==> config.mk <==
export PLATFORM = sky130hd
export DESIGN_NAME = f11_vic_flat
export DESIGN_NICKNAME = d
export VERILOG_FILES = /design/src/rtl/f11_vic_if.sv /design/src/rtl/f11_vic.sv /design/src/flat_wrapper.sv
export SDC_FILE = /design/constraint.sdc
export NUM_CORES = 1
export LEC_CHECK = 0
export ABC_AREA = 1
export ABC_CLOCK_PERIOD_IN_PS = 2880
export BUFFER_PORTS_ARGS = -buffer_cell sky130_fd_sc_hd__buf_2
export CAP_MARGIN = 20
export CORE_AREA = 2 2 68 70
export CTS_BUF_LIST = sky130_fd_sc_hd__clkbuf_8
export CTS_CLUSTER_DIAMETER = 200
export DETAILED_ROUTE_END_ITERATION = 7
export DIE_AREA = 0 0 70 72
export PLACE_DENSITY = 0.81
export SYNTH_ARGS = -nofsm -noshare
export SYNTH_HDL_FRONTEND = slang
export SYNTH_SLANG_ARGS = --single-unit
export TNS_END_PERCENT = 100
==> constraint.sdc <==
create_clock -name vm_clk_p -period 2.88 [get_ports vm_clk_p]
set_input_delay 0 -clock vm_clk_p [delete_from_list [all_inputs] [get_ports vm_clk_p]]
set_output_delay 0 -clock vm_clk_p [all_outputs]
set_load 0.02 [all_outputs]
==> src/rtl/f11_vic_if.sv <==
// F-11 interrupt / fast-input Wishbone port.
// The CPU side drives the strobe and the fast-input qualifier.
// The controller side returns the data word and the acknowledge.
interface f11_vic_if;
  logic        wbi_stb_i;
  logic        wbi_una_i;
  logic [15:0] wbi_dat_o;
  logic        wbi_ack_o;

  modport master (
    output wbi_stb_i,
    output wbi_una_i,
    input  wbi_dat_o,
    input  wbi_ack_o
  );

  modport slave (
    input  wbi_stb_i,
    input  wbi_una_i,
    output wbi_dat_o,
    output wbi_ack_o
  );
endinterface

==> src/rtl/f11_vic.sv <==
// f11_vic: vectored interrupt controller for the F-11 Wishbone system.
//
// Behaviour:
// - Folds device requests onto the four CPU priority lines vm_virq[7:4].
// - Answers interrupt-acknowledge strobes with the winning source's vector.
// - Answers fast-input reads with the board configuration word.
// - Pulses irq_ack back to the winning device.
//
// Optional macro F11_VIC_SPURIOUS_EN:
// - Defined: an acknowledge with nothing pending is answered with DEF_VEC.
// - Undefined: it is left unanswered, so the CPU bus timer aborts the cycle.
//
// The bus outputs are registers loaded on the transition into ACK, FDIN or
// NOREQ. The output registers therefore double as the latched winner
// (vector and index), and wbi_dat_o naturally holds its value in DONE.
module f11_vic #(
  parameter int              NIRQ    = 8,
  parameter logic [2*NIRQ-1:0] LVL   = {NIRQ{2'b11}},
  parameter logic [8:0]      DEF_VEC = 9'o000
) (
  input  logic              vm_clk_p,
  input  logic              vm_init_n,
  input  logic [NIRQ-1:0]   irq_req,
  input  logic [7*NIRQ-1:0] irq_vec,
  output logic [NIRQ-1:0]   irq_ack,
  output logic [7:4]        vm_virq,
  input  logic [15:0]       fdin_dat,
  f11_vic_if.slave          wbi
);

  localparam int IW = (NIRQ > 1) ? $clog2(NIRQ) : 1;

  typedef enum logic [2:0] {
    IDLE,
    ARB,
    ACK,
    FDIN,
    DONE,
    NOREQ
  } state_t;

  state_t          state;
  state_t          state_nx;
  logic [3:0]      virq_nx;
  logic            found;
  logic [IW-1:0]   win;
  logic            ack_q;
  logic            ack_nx;
  logic [15:0]     dat_q;
  logic [15:0]     dat_nx;
  logic [NIRQ-1:0] irq_ack_q;
  logic [NIRQ-1:0] irq_ack_nx;

  // OR each request into the priority line selected by its level field
  always_comb begin
    virq_nx = '0;
    for (int i = 0; i < NIRQ; i++) begin
      virq_nx[LVL[2*i +: 2]] = virq_nx[LVL[2*i +: 2]] | irq_req[i];
    end
  end

  // Pick the highest-level pending source, lowest index first within a level
  always_comb begin
    found = 1'b0;
    win   = '0;
    for (int lv = 3; lv >= 0; lv--) begin
      for (int i = 0; i < NIRQ; i++) begin
        if (!found && irq_req[i] && (LVL[2*i +: 2] == 2'(lv))) begin
          found = 1'b1;
          win   = IW'(i);
        end
      end
    end
  end

  // State register
  always_ff @(posedge vm_clk_p) begin
    if (!vm_init_n) begin
      state <= IDLE;
    end else begin
      state <= state_nx;
    end
  end

  // Next state and the values the bus outputs take in the next state
  always_comb begin
    state_nx   = state;
    ack_nx     = 1'b0;
    dat_nx     = dat_q;
    irq_ack_nx = '0;
    case (state)
      IDLE: begin
        if (wbi.wbi_stb_i) begin
          if (wbi.wbi_una_i) begin
            state_nx = FDIN;
            ack_nx   = 1'b1;
            dat_nx   = fdin_dat;
          end else begin
            state_nx = ARB;
          end
        end
      end
      ARB: begin
        if (found) begin
          state_nx   = ACK;
          ack_nx     = 1'b1;
          dat_nx     = {7'b0, irq_vec[7*int'(win) +: 7], 2'b00};
          irq_ack_nx = NIRQ'(1) << win;
        end else begin
          state_nx = NOREQ;
`ifdef F11_VIC_SPURIOUS_EN
          ack_nx   = 1'b1;
          dat_nx   = {7'b0, DEF_VEC};
`endif
        end
      end
      ACK, FDIN: begin
        state_nx = DONE;
      end
      DONE: begin
        if (!wbi.wbi_stb_i) begin
          state_nx = IDLE;
        end
      end
      NOREQ: begin
`ifdef F11_VIC_SPURIOUS_EN
        state_nx = DONE;
`else
        if (!wbi.wbi_stb_i) begin
          state_nx = IDLE;
        end
`endif
      end
      default: begin
        state_nx = IDLE;
      end
    endcase
  end

  // Registered bus outputs, acknowledge pulse and priority lines
  always_ff @(posedge vm_clk_p) begin
    if (!vm_init_n) begin
      ack_q     <= 1'b0;
      dat_q     <= '0;
      irq_ack_q <= '0;
      vm_virq   <= '0;
    end else begin
      ack_q     <= ack_nx;
      dat_q     <= dat_nx;
      irq_ack_q <= irq_ack_nx;
      vm_virq   <= virq_nx;
    end
  end

  assign wbi.wbi_ack_o = ack_q;
  assign wbi.wbi_dat_o = dat_q;
  assign irq_ack       = irq_ack_q;

endmodule
==> src/flat_wrapper.sv <==
// flat-port wrapper written by rule: the top's interface ports become plain ports
module f11_vic_flat 
#(
  parameter int              NIRQ    = 8,
  parameter logic [2*NIRQ-1:0] LVL   = {NIRQ{2'b11}},
  parameter logic [8:0]      DEF_VEC = 9'o000
)
  (vm_clk_p, vm_init_n, irq_req, irq_vec, irq_ack, vm_virq, fdin_dat, wbi_wbi_stb_i, wbi_wbi_una_i, wbi_wbi_dat_o, wbi_wbi_ack_o);
  f11_vic_if wbi_i ();
  input  logic vm_clk_p;
  input  logic vm_init_n;
  input  logic [NIRQ-1:0] irq_req;
  input  logic [7*NIRQ-1:0] irq_vec;
  output logic [NIRQ-1:0] irq_ack;
  output logic [7:4] vm_virq;
  input  logic [15:0] fdin_dat;
  input wire logic [$bits(wbi_i.wbi_stb_i)-1:0] wbi_wbi_stb_i;
  input wire logic [$bits(wbi_i.wbi_una_i)-1:0] wbi_wbi_una_i;
  output wire logic [$bits(wbi_i.wbi_dat_o)-1:0] wbi_wbi_dat_o;
  output wire logic [$bits(wbi_i.wbi_ack_o)-1:0] wbi_wbi_ack_o;
  assign wbi_i.wbi_stb_i = wbi_wbi_stb_i;
  assign wbi_i.wbi_una_i = wbi_wbi_una_i;
  assign wbi_wbi_dat_o = wbi_i.wbi_dat_o;
  assign wbi_wbi_ack_o = wbi_i.wbi_ack_o;
  f11_vic #(.NIRQ(NIRQ), .LVL(LVL), .DEF_VEC(DEF_VEC)) u_core (.vm_clk_p(vm_clk_p), .vm_init_n(vm_init_n), .irq_req(irq_req), .irq_vec(irq_vec), .irq_ack(irq_ack), .vm_virq(vm_virq), .fdin_dat(fdin_dat), .wbi(wbi_i));
endmodule
== Word-level counts from Yosys, hierarchy flattened ==
Cells that the tools add are included.

* Bits of input ports: 84
* Output and inout bits: 29
* Bits in writable memories: 0
* ROM bits: 0
* Flip-flop bits (word level): 32
* Logic and storage cells: 74
* Memories: 0
* Bits in latches: 0

* Reduce and logical (&&, ||, !) cells: 21
* Divide/modulo/power cells: 0
* $lt $le $gt $ge: 0
* Shift operators: 2
* Equal/unequal tests: 9
* Multipliers: 1
* Bitwise logic cells: 7
* Mux-type cells: 28
* Add/subtract/negate cells: 0

{| class="wikitable"
|+ Operators with widths
! kind !! number
|-
| $shiftx 56x32->7 || 1
|-
| $mux 16 || 3
|-
| $pmux 16 s2 || 1
|-
| $mux 3 || 9
|-
| $mux 1 || 12
|-
| $pmux 3 s4 || 1
|-
| $shl 1x3->8 const A || 1
|-
| $logic_and 1x1->1 || 7
|-
| $logic_not 1->1 || 7
|-
| $or 1x1->1 || 7
|-
| $eq 3x2->1 const B || 2
|-
| $eq 3x3->1 const B || 2
|-
| $mul 3x3->6 const A || 1
|-
| $ne 2x2->1 const B || 3
|-
| $reduce_and 4->1 || 1
|-
| $reduce_or 2->1 || 2
|-
| $eq 3x1->1 const B || 1
|-
| $logic_not 3->1 || 1
|-
| $reduce_and 3->1 || 1
|-
| $mux 2 || 1
|-
| $ne 2x1->1 const B || 1
|-
| $pmux 1 s2 || 1
|-
| $reduce_and 2->1 || 1
|-
| $reduce_bool 2->1 || 1
|}

== Logic depth before layout (Yosys ltp) ==
Gate-level depths: netlist (run 1).

* Depth in word-level cells: 26
* Gate-level depth with buffers: 12

== Worst setup path after synthesis (run 1) ==
No wires, ideal clock.

* Path kind: reg2reg
* From: register u_core.state[1]
* To: register u_core.dat_q[2], in the netlist u_core.wbi.wbi_dat_o[2]
* Path slack: 1417 ps
* Path buffers: 0
* Data arrival time: 1342 ps
* Data required time: 2758 ps
* Cell stages (with the launch flop): 10
* Cell sequence: dfxtp_1 -> nor2_1 -> inv_1 -> nor2_1 -> nand3_1 -> clkinv_1 -> nor2_4 -> inv_1 -> o21ai_0 -> a21oi_2

* Word-level cells in the longest chain between the ends: 3

{| class="wikitable"
|+ Ends and longest elaborated chain
! item !! line !! source
|-
| start, declared || f11_vic.sv:42 || <nowiki>state_t state;</nowiki>
|-
| start signal, assigned || f11_vic.sv:81 || <nowiki>state <= state_nx;</nowiki>
|-
| $eq 3x1->1 or $logic_not 3->1 (tied branches) || f11_vic.sv:91 || <nowiki>case (state)</nowiki>
|-
| $ne 2x1->1 (no source line) (tied with other cells) || -- ||
|-
| $reduce_and 4->1 (no source line) || -- ||
|-
| end signal, assigned || f11_vic.sv:149 || <nowiki>dat_q <= dat_nx;</nowiki>
|-
| end, declared || f11_vic.sv:49 || <nowiki>logic [15:0] dat_q;</nowiki>
|}

Parallel ways exist; a longest one is shown, timed or not.
A chain may end at the register's enable or synchronous reset.

== Worst setup path in the final report (run 1) ==
* From: register u_core.state[1]
* To: register u_core.dat_q[5], in the netlist u_core.wbi.wbi_dat_o[5]

The elaborated chain is that of the path after synthesis.

==> results.json, run 1 <==
{
  "status": "finished, final reports clean",
  "reg2regPathDepth": 9,
  "yosysSeqAreaShare": 0.3089,
  "antenna_left": 0,
  "p_leak_uw": 0.001384,
  "ys.warnings.count": 0,
  "die_area_um2": 5040,
  "root_buffer": "clkbuf_8",
  "avgSynthCellArea_um2": 6.349,
  "h-tree-depth": 2,
  "grt_use_total": 0.2274,
  "period_share": 0.6836,
  "start_util": 0.4407,
  "hold_depth": 3,
  "core.rowCount": 24,
  "via_per_inst": 5.037,
  "max_freq_ghz": 0.5079,
  "core_um2": 4264,
  "fin_cells": 460,
  "first_iter_violations": 140,
  "first_pass_iters": 4,
  "drt_wl_total_mm": 5.586,
  "fin_tns_setup_ns": 0,
  "slowest_stage": "nor2_4",
  "worstHoldEndpoint": "u_core.wbi.wbi_dat_o[8]",
  "insertion_delay_ns": 0.28,
  "clock_sinks": 29,
  "crit_path_end_kind": "register",
  "grt_pass1_vias": 2176,
  "drive_above_1_share": 0.3235,
  "routedWlPerCell_um": 12.14,
  "route.detailed.drc": 0,
  "r2r_slack_ns": 0.91,
  "slew_viol_final": 0,
  "syn2layout_area_growth_pct": 34.29,
  "synthesis.area_um2": 1879,
  "finalPower_uw": 1218,
  "cp.required_ns": 3.05,
  "finalCriticalPeriod_ns": 1.969,
  "setup_viol": 0,
  "numCtsBuffers": 5,
  "rsz0062_at_grt": "no",
  "finalClockSkew_ns": 0.007671,
  "cpPeakStageDelay_ns": 0.48,
  "place_inst": 443,
  "final_cell_mix": "112 x nand2_1, 109 x buf_2, 55 x nand3_1",
  "layout_commonest_cell": "nand2_1",
  "dieHeight_um": 72,
  "post-cts-setup-buffer-count": 0,
  "ys_ff_latch": 29,
  "hold_viol_final": 0,
  "peakVddDrop_v": 0.0002196,
  "overflow": 0,
  "ioPinCount": 113,
  "final_net_count": 491,
  "cts_tree": "yes",
  "post_cts_resize_count": 0,
  "place_hpwl_mm": 4.085,
  "crit_type": "register to register",
  "via_count": 2317,
  "whs_ns": 0.01004,
  "final_core_util": 0.5918,
  "synthCells": 296,
  "antenna_found_initial": 0,
  "clkTransAtPathRegs_ns": 0.06,
  "die_w_um": 70,
  "grt_pass1_wl_mm": 9.259,
  "max_cap_violations": 0,
  "crit_chain": "nor2_1 > inv_1 > nor2_1 > nand3_1 > clkinv_1 > nor2_4 > inv_1 > o21ai_0 > a21oi_2",
  "worst_ep_arrival_time_ns": 2.14,
  "antenna-diode-count": 0,
  "min-delay-start": "fdin_dat[8]",
  "synth_cell_types": 26,
  "io_buffers": 109,
  "ctsHoldBuffers": 9,
  "r2r_start": "u_core.state[1]",
  "crit_fanout": 19,
  "powerDensity_nw_per_um2": 482.5,
  "startpoint_type": "register",
  "gp_congestion": 0.9212,
  "r2r_end": "u_core.wbi.wbi_dat_o[5]",
  "grt_max_degree": 32,
  "hold_path.class": "input port to register",
  "clk_path_buf_depth": 2
}
==> sequential cells by signal (all words and copies together) (netlist names) <==
name and count:
u_core.wbi.wbi_dat_o 16, u_core.state 3, u_core.irq_ack 8, u_core.vm_virq 1
u_core.wbi.wbi_ack_o 1
==> cell usage after synthesis <==
library cell	count	area (um2)
nand2_1	112	420.4
nand3_1	55	275.3
dfxtp_1	29	580.6
a21oi_1	22	110.1
inv_1	16	60.06
nor2_1	15	56.30
buf_6	9	101.4
o21ai_0	7	35.03
buf_4	5	37.54
nor2_2	5	31.28
a21oi_2	4	35.03
clkbuf_1	2	7.510
nor2_4	2	22.52
a31oi_1	1	6.260
buf_2	1	5.000
clkinv_1	1	3.750
conb_1	1	3.750
inv_2	1	3.750
nand2_2	1	6.260
nand2_4	1	11.26
nand3b_4	1	20.02
nand4_1	1	6.260
nand4_4	1	21.27
nor3_1	1	5.000
o211ai_1	1	7.510
or2_2	1	6.260
==> per-stage QoR <==
step,cell area (um2),setup WS [ns]
3_3_place_gp,2354,0.9468
3_5_place_dp,2354,0.8654
5_1_grt,2524,0.6296
2_1_floorplan,1887,1.417
4_1_cts,2524,0.9229
6_report,2524,0.9111
==> layer usage <==
| metal | wire length, um | track usage |
|---|---|---|
| met5 | 0 | 0 |
| met4 | 220 | 0.1068 |
| met3 | 343 | 0.04167 |
| met2 | 2712 | 0.4011 |
| met1 | 2309 | 0.2691 |
==> worst max-delay path, delay by kind of cell, from the launching register on <==
kind | cells | cell delay, ns
flops | 1 | 0.35
compound gates | 2 | 0.31
simple gates | 4 | 0.66
buf+inv | 3 | 0.55
==> logic make-up (layout without fill, tap and decap cells) <==
logic type             after synthesis  after routing  synth area share
DFF                                 29             29            0.3089
other                                1              3          0.001995
AOI/OAI and AO/OA                   35             35            0.1032
and+or+nand+nor                    196            196            0.4694
buffers and inverters               35            145            0.1165
==> worst max-delay path by stage <==
stage / to / depth (start not counted) / slack (ns) / startpoint
detailed placement: u_core.wbi.wbi_dat_o[4] / 11 / 0.87 / irq_req[3]
finish: u_core.wbi.wbi_dat_o[5] / 9 / 0.91 / u_core.state[1]
floorplan: u_core.wbi.wbi_dat_o[2] / 9 / 1.42 / u_core.state[1]
global route: u_core.wbi.wbi_dat_o[4] / 9 / 0.63 / u_core.state[1]
global placement: u_core.wbi.wbi_dat_o[4] / 11 / 0.95 / irq_req[3]
CTS: u_core.wbi.wbi_dat_o[5] / 9 / 0.92 / u_core.state[1]
==> power by group <==
| part | switching (uW) | internal, uW | leakage, uW |
|---|---|---|---|
| Sequential | 24.0 | 448 | 0.000237 |
| Combinational | 276 | 160 | 0.00110 |
| Clock | 149 | 160 | 0.0000519 |
==> area by class of cell <==
class	instances	area [um2]
clock buffer	5	68.82
timing repair buffer	119	643.1
sequential	29	580.6
fill	424	1740
inverter	18	67.56
tap	52	65.06
multi-input combinational	234	1087
clock inverter	3	11.26
Note: power is estimated with default switching activity, not from simulation.
==> run 2, diff against run 1 <==
--- a/config.mk
+++ b/config.mk
@@ -6,15 +6,15 @@
 export NUM_CORES = 1
 export LEC_CHECK = 0
 export ABC_AREA = 1
-export ABC_CLOCK_PERIOD_IN_PS = 2880
+export ABC_CLOCK_PERIOD_IN_PS = 1700
 export BUFFER_PORTS_ARGS = -buffer_cell sky130_fd_sc_hd__buf_2
 export CAP_MARGIN = 20
-export CORE_AREA = 2 2 68 70
+export CORE_AREA = 2 2 72 74
 export CTS_BUF_LIST = sky130_fd_sc_hd__clkbuf_8
 export CTS_CLUSTER_DIAMETER = 200
 export DETAILED_ROUTE_END_ITERATION = 7
-export DIE_AREA = 0 0 70 72
-export PLACE_DENSITY = 0.81
+export DIE_AREA = 0 0 74 76
+export PLACE_DENSITY = 0.76
 export SYNTH_ARGS = -nofsm -noshare
 export SYNTH_HDL_FRONTEND = slang
 export SYNTH_SLANG_ARGS = --single-unit
==> constraint.sdc (replaced) <==
create_clock -name vm_clk_p -period 1.7 [get_ports vm_clk_p]
set_input_delay 0 -clock vm_clk_p [delete_from_list [all_inputs] [get_ports vm_clk_p]]
set_output_delay 0 -clock vm_clk_p [all_outputs]
set_load 0.02 [all_outputs]
==> run 2 against run 1 <==
Effect of this change:
- power grew 73%
- critical path depth is the same
- largest cell class unchanged
- sequential share of layout area shrank 0.59 points
- clock power grew 76%
- critical path type unchanged
==> results.json, run 2 (same netlist as run 1, synthesis figures left out) <==
{
  "numCtsBuffers": 5,
  "crit_fanout": 14,
  "clkTransAtPathRegs_ns": 0.06,
  "final_net_count": 496,
  "period_share": 0.8352,
  "wl_met2_mm": 2.621,
  "seq_area_um2": 580.6,
  "max_cap_violations": 0,
  "max_freq_ghz": 0.7043,
  "root_buffer": "clkbuf_8",
  "p_leak_uw": 0.001405,
  "gp_congestion": 0.8286,
  "powerDensity_nw_per_um2": 813.2,
  "met3WireLength_um": 322,
  "wirelength_met1_mm": 2.458,
  "route.detailed.drc": 0,
  "h-tree-depth": 2,
  "ioPinCount": 113,
  "hold_viol_final": 0,
  "insertion_delay_ns": 0.27,
  "cts_tree": "yes",
  "first_pass_iters": 4,
  "worst_ep_arrival_time_ns": 1.62,
  "via_per_inst": 4.801,
  "antenna_found_initial": 0,
  "place_hpwl_mm": 4.172,
  "place_inst": 466,
  "syn2layout_area_growth_pct": 37.82,
  "final_core_util": 0.5273,
  "drt_wl_total_mm": 5.516,
  "grt_pass1_vias": 2048,
  "layout_commonest_cell": "nand2_1",
  "die_area_um2": 5624,
  "grt_max_degree": 32,
  "routedWlPerCell_um": 11.44,
  "fin_cells": 482,
  "n_fill_cell": 482,
  "finalClockSkew_ns": 0.005926,
  "grt_use_total": 0.1952,
  "slew_viol_final": 0,
  "drive_above_1_share": 0.3350,
  "overflow": 0,
  "clk_path_buf_depth": 2,
  "dieHeight_um": 76,
  "multi_input_area_um2": 1087,
  "core.rowCount": 26,
  "io_buffers": 109,
  "setup_viol": 0,
  "antenna_left": 0,
  "antenna-diode-count": 0,
  "peakVddDrop_v": 0.0005123,
  "grt_pass1_wl_mm": 8.825,
  "largest_reg_flops": 16,
  "crit_path_end_kind": "register",
  "core_um2": 4912,
  "status": "finished, final reports clean",
  "fin_tns_setup_ns": 0,
  "cp.required_ns": 1.90,
  "via_count": 2314,
  "first_iter_violations": 93,
  "finalCriticalPeriod_ns": 1.420,
  "hold_path.class": "input port to register",
  "start_util": 0.3826,
  "crit_type": "register to register",
  "startpoint_type": "register",
  "top_layer_used": "met4",
  "die_w_um": 74,
  "clock_sinks": 29,
  "rsz0062_at_grt": "no",
  "final_cell_mix": "112 x nand2_1, 109 x buf_2, 55 x nand3_1"
}
[run 2: worst paths after layout]
check / start / to / slack, ns / cells past startpoint
max: u_core.state[1] / u_core.wbi.wbi_dat_o[15] / 0.28 / 9
min: fdin_dat[5] / u_core.wbi.wbi_dat_o[5] / 0.02 / 3
max reg2reg: u_core.state[1] / u_core.wbi.wbi_dat_o[15] / 0.28 / 9
min reg2reg: u_core.wbi.wbi_dat_o[1] / u_core.wbi.wbi_dat_o[1] / 0.46 / 2
[run 2: worst max-delay path, cell delays in order (launching register included)]
cell and delay (ns):
dfxtp_1 0.35, nor2_1 0.05, inv_1 0.09, nor2_1 0.06, nand3_1 0.07, clkinv_1 0.12
nor2_4 0.19, buf_4 0.23, nand2_1 0.08, a21oi_1 0.12
[run 2: metrics by stage]
step | hold WS (ns) | total power [uW] | setup WS (ns) | area [um2]
final | 0.02001 | 2106 | 0.2801 | 2590
after global routing | 0.02582 | 2260 | 0.07924 | 2590
after CTS | 0.01018 | 2128 | 0.2763 | 2590
after detailed placement | 0.2571 | 1555 | 0.1594 | 2414
after global placement | 0.2536 | 1548 | 0.2193 | 2414
after floorplan | 0.1490 | 1311 | 0.2367 | 1887
[run 2: repair_timing]
item,4_1_cts,5_1_grt
setup buffers,0,0
hold buffers,9,0
gates resized for setup,0,0
endpoints found under the hold margin,9,0
[run 2: power by group]
| group | internal, uW | switching [uW] | total, uW | leakage, uW |
|---|---|---|---|---|
| combinational | 293 | 465 | 758 | 0.00112 |
| clock | 314 | 230 | 544 | 0.0000485 |
| sequential | 760 | 44.3 | 804 | 0.000237 |
[run 2: per-layer routing]
layer  GRT usage  up-vias
met3     0.04365       11
met4     0.06364        0
li1            -     1181
met5           0        -
met2      0.3179       77
met1      0.2516     1045
[run 2: final cells by class]
type / instances / area share
Multi-Input combinational cell: 234 / 0.4198
Inverter: 18 / 0.02609
Sequential cell: 29 / 0.2242
Clock inverter: 1 / 0.001449
Timing Repair Buffer: 124 / 0.2628
Tap cell: 70 / 0.03382
Clock buffer: 6 / 0.03188
==> run 3, diff against run 2 <==
--- a/config.mk
+++ b/config.mk
@@ -6,7 +6,7 @@
 export NUM_CORES = 1
 export LEC_CHECK = 0
 export ABC_AREA = 1
-export ABC_CLOCK_PERIOD_IN_PS = 1700
+export ABC_CLOCK_PERIOD_IN_PS = 1170
 export BUFFER_PORTS_ARGS = -buffer_cell sky130_fd_sc_hd__buf_2
 export CAP_MARGIN = 20
 export CORE_AREA = 2 2 72 74
==> constraint.sdc (replaced) <==
create_clock -name vm_clk_p -period 1.17 [get_ports vm_clk_p]
set_input_delay 0 -clock vm_clk_p [delete_from_list [all_inputs] [get_ports vm_clk_p]]
set_output_delay 0 -clock vm_clk_p [all_outputs]
set_load 0.02 [all_outputs]
==> run 3 against run 2 <==
Effect of this change:
- the run now ends with setup timing left
- hold slack lost 0.013 ns
- die area is the same
- critical path type is now input port to register
- sequential cell count is the same
- highest routed layer unchanged
- sequential share of layout area shrank 3.2 points
- sequential power grew 47%
==> results.json, run 3 (same netlist as run 1, synthesis figures left out) <==
{
  "status": "complete, but fails checks",
  "violations": "setup timing",
  "hold_path.class": "input port to register",
  "fin_ws_ns": -0.1327,
  "drt_wl_total_mm": 6.400,
  "setup_viol": 24,
  "hold_viol_final": 0,
  "cts_tree": "yes",
  "via_count": 2441,
  "grt_pass1_wl_mm": 9.390,
  "seq_area_um2": 584.3,
  "worst_ep_arrival_time_ns": 1.48,
  "core_um2": 4912,
  "final_core_util": 0.6205,
  "finalCriticalPeriod_ns": 1.303,
  "fin_area_um2": 3048,
  "p_clk_frac": 0.288,
  "dieHeight_um": 76,
  "root_buffer": "clkbuf_8",
  "powerDensity_nw_per_um2": 1225,
  "relSlewSlack": 0.6454,
  "max_cap_violations": 0,
  "fin_cells": 509,
  "grt_max_degree": 30,
  "place_inst": 480,
  "cp.required_ns": 1.35,
  "core.rowCount": 26,
  "routedWlPerCell_um": 12.57,
  "peakVddDrop_v": 0.0005728,
  "whs_ns": 0.007159,
  "multi_input_area_um2": 1241,
  "grt_pass1_vias": 2159,
  "route.detailed.drc": 0,
  "antenna_found_initial": 0,
  "overflow": 0,
  "first_iter_violations": 153,
  "internal_power_uw": 2428,
  "sw_frac_of_total": 0.3495,
  "die_area_um2": 5624,
  "reg2regPathDepth": 9,
  "place_hpwl_mm": 4.131,
  "p_leak_uw": 0.001571,
  "period_share": 1.113,
  "n_fill_cell": 458,
  "layout_commonest_cell": "nand2_1",
  "io_buffers": 109,
  "rsz0062_at_grt": "yes",
  "clock_sinks": 29,
  "numCtsBuffers": 5,
  "hold_depth": 3,
  "finalClockSkew_ns": 0.007658,
  "gp_congestion": 0.8899,
  "combPwrFrac": 0.396,
  "worst_pin_slew_ns": 0.5313,
  "crit_path_end_kind": "register",
  "slew_viol_final": 0,
  "max_freq_ghz": 0.7676,
  "clkTransAtPathRegs_ns": 0.07,
  "antenna_left": 0,
  "die_w_um": 74,
  "clk_path_buf_depth": 2,
  "largest_reg_flops": 16,
  "place_area_um2": 2546,
  "ioPinCount": 113,
  "start_util": 0.3826,
  "antenna-diode-count": 0,
  "final_net_count": 522,
  "crit_type": "input port to register",
  "h-tree-depth": 2,
  "syn2layout_area_growth_pct": 62.18,
  "via_per_inst": 4.796,
  "insertion_delay_ns": 0.28,
  "first_pass_iters": 4,
  "drive_above_1_share": 0.4374,
  "final_cell_mix": "110 x nand2_1, 106 x buf_2, 51 x nand3_1",
  "startpoint_type": "input port",
  "p_seq_frac": 0.315,
  "crit_fanout": 8,
  "grt_use_total": 0.2088,
  "p_switching_uw": 1305
}
run 3: cell count changes in the layout (fill, tap and decap cells not counted), sizes merged:
cell         previous run  this run
buf                   115       134
bufinv                  0         1
clkinv                  1         0
clkinvlp                0         3
dlygate4sd3             9        14
inv                    18        17
nand2                 114       115
run 3: critical path: stages:
cell        delay [ns]
buf_6             0.10
nor2_4            0.12
nand2_2           0.08
nor2_4            0.12
nand4_4           0.22
nand3b_4          0.22
clkinvlp_4        0.20
nand2_1           0.11
nand3_1           0.13
nand3_2           0.11
a21oi_2           0.05
run 3: power groups by stage:
stage	Sequential [uW]	Combinational, uW	Clock [uW]
final	1180	1480	1080
after global routing	1190	1610	1150
after CTS	1170	1310	1100
after detailed placement	1180	1190	0
after global placement	1190	1180	0
after floorplan	1300	643	0
run 3: path summary, 6_finish.rpt:
check / slack, ns / to / start
worst min register to register: 0.46 / u_core.wbi.wbi_dat_o[12] / u_core.wbi.wbi_dat_o[12]
worst max-delay path: -0.13 / u_core.wbi.wbi_dat_o[2] / irq_req[3]
worst max register to register: -0.13 / u_core.wbi.wbi_dat_o[15] / u_core.state[1]
worst min-delay path: 0.007 / u_core.wbi.wbi_dat_o[6] / fdin_dat[6]
run 3: area by class of cell:
type | instances | area share
Clock buffer | 6 | 0.02709
Clock inverter | 2 | 0.01232
Inverter | 18 | 0.02504
Multi-Input combinational cell | 235 | 0.4072
Sequential cell | 29 | 0.1917
Tap cell | 70 | 0.02874
Timing Repair Buffer | 148 | 0.3054
Timing Repair inverter | 1 | 0.002463
run 3: metal layers:
metal  GRT usage  up-vias  share of wire
met5           0        -              0
li1            -     1238              -
met3     0.04497       11          0.070
met2      0.3491      105           0.51
met1      0.2683     1087           0.40
met4     0.05455        0          0.018
run 3: through the flow:
| stage | setup slack (ns) | total power (uW) | setup TNS, ns |
|---|---|---|---|
| detailed placement | -0.3754 | 2374 | -6.512 |
| global route | -0.2234 | 3948 | -3.291 |
| global placement | -0.3265 | 2363 | -5.254 |
| floorplan | -0.1245 | 1941 | -1.808 |
| finish | -0.1327 | 3733 | -1.499 |
| CTS | -0.08676 | 3578 | -0.9379 |
run 3: repair_timing:
action | 4_1_cts | 5_1_grt
gates cloned | 0 | 3
hold endpoints to repair | 14 | 0
setup endpoints to repair | 27 | 27
hold buffers | 14 | 0
pin swaps | 7 | 14
gates resized for setup | 14 | 36
setup buffers | 1 | 3
